<file path="src/rtl/cmp_crossing_monitor_if.sv">
// cmp_crossing_monitor_if: comparator-flag sample bus and monitor status outputs
//   master: drives in_valid, less, equal, greater, clear; reads the status outputs
//   slave : the monitor side, reads the flags and drives state/pulse/match/error/counters
interface cmp_crossing_monitor_if #(parameter int CNT_W = 8);
  logic             in_valid;
  logic             less;
  logic             equal;
  logic             greater;
  logic             clear;
  logic [1:0]       state_o;
  logic             rise_o;
  logic             fall_o;
  logic             match_o;
  logic             onehot_err_o;
  logic [CNT_W-1:0] rise_cnt_o;
  logic [CNT_W-1:0] fall_cnt_o;
  modport master (
    output in_valid, less, equal, greater, clear,
    input  state_o, rise_o, fall_o, match_o, onehot_err_o, rise_cnt_o, fall_cnt_o
  );
  modport slave (
    input  in_valid, less, equal, greater, clear,
    output state_o, rise_o, fall_o, match_o, onehot_err_o, rise_cnt_o, fall_cnt_o
  );
endinterface

</file>
<file path="src/rtl/cmp_crossing_monitor.sv">
// cmp_crossing_monitor: debounces comparator flags into BELOW/ABOVE state with crossing pulses, counters, match and error
//   clk, rst : clock, asynchronous active-high reset
//   bus      : in_valid/less/equal/greater/clear in; state_o (00 IDLE, 01 BELOW, 10 ABOVE),
//              rise_o/fall_o pulses, match_o level, sticky onehot_err_o, saturating rise/fall counters out
module cmp_crossing_monitor #(
  parameter int DEBOUNCE  = 2,
  parameter int MATCH_LEN = 4,
  parameter int CNT_W     = 8
) (
  input logic                   clk,
  input logic                   rst,
  cmp_crossing_monitor_if.slave bus
);
  typedef enum logic [1:0] {IDLE = 2'b00, BELOW = 2'b01, ABOVE = 2'b10} st_t;
  typedef enum logic [1:0] {P_NONE, P_LT, P_GT} dir_t;
  st_t              st;
  dir_t             pend_dir;
  logic [3:0]       pend_cnt;
  logic [7:0]       eq_run;
  logic             rise, fall, match, err;
  logic [CNT_W-1:0] rise_cnt, fall_cnt;
  logic             legal, at_target, flip;
  st_t              target;
  dir_t             want;
  logic [3:0]       pend_nxt;
  logic [7:0]       eq_nxt;
  always_comb begin
    legal     = $onehot({bus.less, bus.equal, bus.greater});
    target    = bus.greater ? ABOVE : BELOW;
    want      = bus.greater ? P_GT : P_LT;
    at_target = st == target;
    // a direction change restarts the debounce count at this sample
    pend_nxt  = pend_dir == want ? pend_cnt + 4'd1 : 4'd1;
    flip      = !at_target && pend_nxt == 4'(DEBOUNCE);
    eq_nxt    = eq_run == 8'(MATCH_LEN) ? eq_run : eq_run + 8'd1;
  end
  always_ff @(posedge clk or posedge rst) begin
    if (rst) begin
      st       <= IDLE;
      pend_dir <= P_NONE;
      pend_cnt <= '0;
      eq_run   <= '0;
      rise     <= 1'b0;
      fall     <= 1'b0;
      match    <= 1'b0;
      err      <= 1'b0;
      rise_cnt <= '0;
      fall_cnt <= '0;
    end else if (bus.clear) begin
      st       <= IDLE;
      pend_dir <= P_NONE;
      pend_cnt <= '0;
      eq_run   <= '0;
      rise     <= 1'b0;
      fall     <= 1'b0;
      match    <= 1'b0;
      err      <= 1'b0;
      rise_cnt <= '0;
      fall_cnt <= '0;
    end else begin
      rise <= 1'b0;
      fall <= 1'b0;
      if (bus.in_valid) begin
        if (!legal) begin
          err      <= 1'b1;
          pend_cnt <= '0;
          eq_run   <= '0;
          match    <= 1'b0;
        end else if (bus.equal) begin
          pend_dir <= P_NONE;
          pend_cnt <= '0;
          eq_run   <= eq_nxt;
          match    <= eq_nxt == 8'(MATCH_LEN);
        end else begin
          eq_run <= '0;
          match  <= 1'b0;
          if (at_target) pend_cnt <= '0;
          else begin
            pend_dir <= want;
            pend_cnt <= flip ? 4'd0 : pend_nxt;
            if (flip) begin
              st <= target;
              // leaving IDLE settles the state silently; only true crossings pulse and count
              if (bus.greater && st == BELOW) begin
                rise     <= 1'b1;
                rise_cnt <= rise_cnt == '1 ? rise_cnt : rise_cnt + 1'b1;
              end
              if (bus.less && st == ABOVE) begin
                fall     <= 1'b1;
                fall_cnt <= fall_cnt == '1 ? fall_cnt : fall_cnt + 1'b1;
              end
            end
          end
        end
      end
    end
  end
  assign bus.state_o      = st;
  assign bus.rise_o       = rise;
  assign bus.fall_o       = fall;
  assign bus.match_o      = match;
  assign bus.onehot_err_o = err;
  assign bus.rise_cnt_o   = rise_cnt;
  assign bus.fall_cnt_o   = fall_cnt;
endmodule

</file>
<file path="src/flat_wrapper.sv">
// flat-port wrapper written by rule: the top's interface ports become plain ports
module cmp_crossing_monitor_flat 
#(
  parameter int DEBOUNCE  = 2,
  parameter int MATCH_LEN = 4,
  parameter int CNT_W     = 8
)
  (clk, rst, bus_in_valid, bus_less, bus_equal, bus_greater, bus_clear, bus_state_o, bus_rise_o, bus_fall_o, bus_match_o, bus_onehot_err_o, bus_rise_cnt_o, bus_fall_cnt_o);
  cmp_crossing_monitor_if #(.CNT_W(CNT_W)) bus_i ();
  input logic clk;
  input logic rst;
  input wire logic [$bits(bus_i.in_valid)-1:0] bus_in_valid;
  input wire logic [$bits(bus_i.less)-1:0] bus_less;
  input wire logic [$bits(bus_i.equal)-1:0] bus_equal;
  input wire logic [$bits(bus_i.greater)-1:0] bus_greater;
  input wire logic [$bits(bus_i.clear)-1:0] bus_clear;
  output wire logic [$bits(bus_i.state_o)-1:0] bus_state_o;
  output wire logic [$bits(bus_i.rise_o)-1:0] bus_rise_o;
  output wire logic [$bits(bus_i.fall_o)-1:0] bus_fall_o;
  output wire logic [$bits(bus_i.match_o)-1:0] bus_match_o;
  output wire logic [$bits(bus_i.onehot_err_o)-1:0] bus_onehot_err_o;
  output wire logic [$bits(bus_i.rise_cnt_o)-1:0] bus_rise_cnt_o;
  output wire logic [$bits(bus_i.fall_cnt_o)-1:0] bus_fall_cnt_o;
  assign bus_i.in_valid = bus_in_valid;
  assign bus_i.less = bus_less;
  assign bus_i.equal = bus_equal;
  assign bus_i.greater = bus_greater;
  assign bus_i.clear = bus_clear;
  assign bus_state_o = bus_i.state_o;
  assign bus_rise_o = bus_i.rise_o;
  assign bus_fall_o = bus_i.fall_o;
  assign bus_match_o = bus_i.match_o;
  assign bus_onehot_err_o = bus_i.onehot_err_o;
  assign bus_rise_cnt_o = bus_i.rise_cnt_o;
  assign bus_fall_cnt_o = bus_i.fall_cnt_o;
  cmp_crossing_monitor #(.DEBOUNCE(DEBOUNCE), .MATCH_LEN(MATCH_LEN), .CNT_W(CNT_W)) u_core (.clk(clk), .rst(rst), .bus(bus_i));
endmodule
</file>
<file path="config.mk">
export PLATFORM = sky130hd
export DESIGN_NAME = cmp_crossing_monitor_flat
export DESIGN_NICKNAME = d
export VERILOG_FILES = /design/src/rtl/cmp_crossing_monitor_if.sv /design/src/rtl/cmp_crossing_monitor.sv /design/src/flat_wrapper.sv
export SDC_FILE = /design/constraint.sdc
export NUM_CORES = 1
export LEC_CHECK = 0
export BUFFER_PORTS_ARGS = -buffer_cell sky130_fd_sc_hd__buf_4
export CAP_MARGIN = 20
export CORE_ASPECT_RATIO = 0.6
export CORE_UTILIZATION = 60
export CTS_CLUSTER_DIAMETER = 100
export CTS_CLUSTER_SIZE = 28
export DETAILED_ROUTE_END_ITERATION = 7
export PLACE_DENSITY_LB_ADDON = 0.2
export SETUP_SLACK_MARGIN = 0.4
export SLEW_MARGIN = 40
export SYNTH_ARGS = -nofsm -noshare
export SYNTH_HDL_FRONTEND = slang
export SYNTH_SLANG_ARGS = --single-unit
</file>
<file path="constraint.sdc">
create_clock -name clk -period 5 [get_ports clk]
set_input_delay 0.5 -clock clk [delete_from_list [all_inputs] [get_ports clk]]
set_output_delay 0.5 -clock clk [all_outputs]
set_load 0.02 [all_outputs]
</file>
==> flow_summary.yaml <==
power:
  p_leak_nw: 1.02
  vdd_drop_max_uv: 164
  seq_power_share_pct: 54.0
  p_sw_mw: 0.130
  swShare_pct: 23.8
  comb_power_share_pct: 6.5
  p_total_mw: 0.547
  p_per_area_mw_per_mm2: 223
  pwr-share-clk_pct: 39.6
  p_int_mw: 0.417
synthesis:
  ys_types: 44
  synth_most_common_cell: "dfrtp_1"
  synthCells: 242
  synthesis.nets: 255
  yosys-top-cells-area: "dfrtp_1 (42%), a21oi_1 (5.6%), o31ai_1 (3.9%)"
  synth_top_area_cell: "dfrtp_1"
  synth_top_flop_cell: "dfrtp_1"
  yosys_warnings: 0
  synth_top_cell_area_share_pct: 42.3
  avgSynthCellArea_um2: 8.79
  ys_seq_area_share_pct: 42.3
  synth_edf_count: 0
  async_reset_ff_share_pct: 100
  ys_ff_latch: 36
  synth_commonest_cells: "dfrtp_1 (36), a21oi_1 (24), nor2_1 (17)"
  netlist_area_mm2: 0.00213
worst_setup_path:
  worstSetupPathType: "in2reg"
  slowest_stage: "or3_1"
  path_cells: "buf_4, inv_1, fa_1, nand3b_1, a2111o_1, or3_1, or4_1, a21oi_1"
  reg2reg_slack_ns: 2.31
  endpoint_kind: "flip-flop"
  cp-start-kind: "primary input"
  required_ns: 5.22
  arrival_ns: 3.32
  crit_path_max_incr_delay_ns: 0.64
  critPathMaxFanout: 18
die:
  coreArea_mm2: 0.00332
  ioPinCount: 29
  dieArea_mm2: 0.00380
  die_h_um: 48.1
  rows: 16
  die_w_um: 78.9
  initial_core_util_pct: 64.0
sta:
  max_slew_margin_pct: 58.8
  finalSetupViolCount: 0
  finalHoldViolCount: 0
  slew_violations: 0
  clock_skew_ns: 0.00394
  max_freq_ghz: 0.322
  tns_ns: 0
  rsz0062_at_grt: "false"
  worst_pin_slew_ns: 0.618
  min_period_ns: 3.10
  post-route-period-util_pct: 62.0
global_routing:
  grt_pass1_wl_mm: 7.87
  grt.total_usage_pct: 28.1
  grt_max_degree: 32
  overflow: 0
  antenna_found_initial: 0
  first_global_vias: 1669
layout:
  fillCellCount: 267
  drive_above_1_share_pct: 14.5
  fin_nets: 281
  syn_to_final_growth_pct: 15.0
  antennaDiodeCount: 0
detailed_routing:
  drtIter0Drc: 192
  wire_per_inst_um: 16.2
  drt-pass1-iter-count: 4
  post-route-drc-count: 0
  ant_nets: 0
  num_vias: 1996
  totalWireLength_mm: 5.08
  via_per_inst: 6.36
placement:
  hpwlAfterDp_mm: 3.64
  io_buffers: 28
  gp_congestion: 0.913
clock_network:
  ctsResizeCount: 0
  clk_pin_slew_worst_paths_ns: 0.07
  cts-buffers-inserted: 5
  holdBufCountCts: 0
  htreeDepth: 2
  cts.sinks: 36
  clockBufferDepth: 2
  root_buffer: "clkbuf_8"
  cts_setup_buffers: 0
  insertion_delay_ns: 0.29
  cts_tree: "yes"
outcome:
  status: "finished, final reports clean"
flow_run:
  cap_violations: 0
worst_hold_path:
  hp-class: "in2async"
critical path: cells and delay by family:
kind            cells  cell delay (ns)
buf+inv             2             0.21
compound gates      2             0.65
simple gates        3             1.46
fa+ha+maj           1             0.50
layout make-up:
class                           instances  area (um^2)  area share (%)
Multi-Input combinational cell        183         1130            46.3
Timing Repair Buffer                   29          218            8.90
Tap cell                               45         56.3            2.30
Sequential cell                        36          901            36.8
Clock buffer                            8         90.1            3.68
Inverter                               13         48.8            1.99
path summary, 6_finish.rpt:
path,to,startpoint,cells past startpoint
max,u_core.bus.rise_cnt_o[6],bus_greater,8
min,u_core.bus.match_o,rst,2
max reg2reg,u_core.bus.rise_cnt_o[6],u_core.bus.state_o[0],5
min reg2reg,u_core.bus.match_o,u_core.bus.match_o,2
max in group asynchronous,u_core.bus.rise_cnt_o[2],rst,3
min in group clk,u_core.bus.onehot_err_o,bus_in_valid,3
flip-flops by register name, summed over array words and instances, names as in the netlist:
register                 count
u_core.bus.fall_cnt_o        8
u_core.bus.fall_o            1
u_core.bus.match_o           1
u_core.bus.onehot_err_o      1
u_core.bus.rise_cnt_o        8
u_core.bus.rise_o            1
u_core.bus.state_o           2
u_core.eq_run                8
u_core.pend_cnt              4
u_core.pend_dir              2
kinds of logic after synthesis:
logic type,synth area share (%)
flops,42.3
mux,0.529
simple gates,24.7
buf+inv,4.41
compound gates,21.3
fa+ha+maj,3.88
xor+xnor,2.88
layout by cell type (no fill, tap or decap), drive strengths merged, types with 2 or more instances in the layout:
cell type  Yosys  layout
o31ai         11      11
clkbuf         9       8
nand3         15      15
and3           6       6
ha             5       5
o211ai         3       3
or4            9       9
nor3           7       7
nor2          17      17
a21oi         24      24
a2111o         2       2
dfrtp         36      36
nor4           2       2
inv           13      13
or3            8       8
nand4          2       2
a31oi          3       3
a22oi          3       3
nand2b         6       6
xor2           3       3
nand2         16      16
xnor2          4       4
o41ai          3       3
nand3b         2       2
and2           2       2
o21ai         16      16
buf            1      29
routing by layer:
layer  vias to the layer above  part of all wire [%]  track usage (%)
met5                         -                     0                0
li1                        947                     -                -
met3                         8                   6.8             6.73
met1                       960                    50             39.9
met2                        81                    42             43.7
met4                         0                   1.2             9.45
power by group through the flow:
stage / clock network [mW] / logic (mW) / registers [mW]
after floorplan: 0 / 0.0208 / 0.301
after global placement: 0 / 0.0349 / 0.300
after detailed placement: 0 / 0.0356 / 0.300
after CTS: 0.219 / 0.0357 / 0.295
after global routing: 0.228 / 0.0402 / 0.295
final: 0.216 / 0.0354 / 0.295
through the flow:
| stage | std cells | hold WS, ns | utilization (%) | setup WS, ns | area (um^2) |
|---|---|---|---|---|---|
| 2_1_floorplan | 242 | 0.489 | - | 2.12 | 2130 |
| 3_3_place_gp | 306 | 0.483 | 70.9 | 1.78 | 2360 |
| 3_5_place_dp | 306 | 0.481 | 70.9 | 1.63 | 2360 |
| 4_1_cts | 314 | 0.316 | 73.6 | 1.93 | 2450 |
| 5_1_grt | 314 | 0.358 | 73.6 | 1.79 | 2450 |
| 6_report | 314 | 0.285 | 73.6 | 1.90 | 2450 |
(Power assumes the default switching activity.)
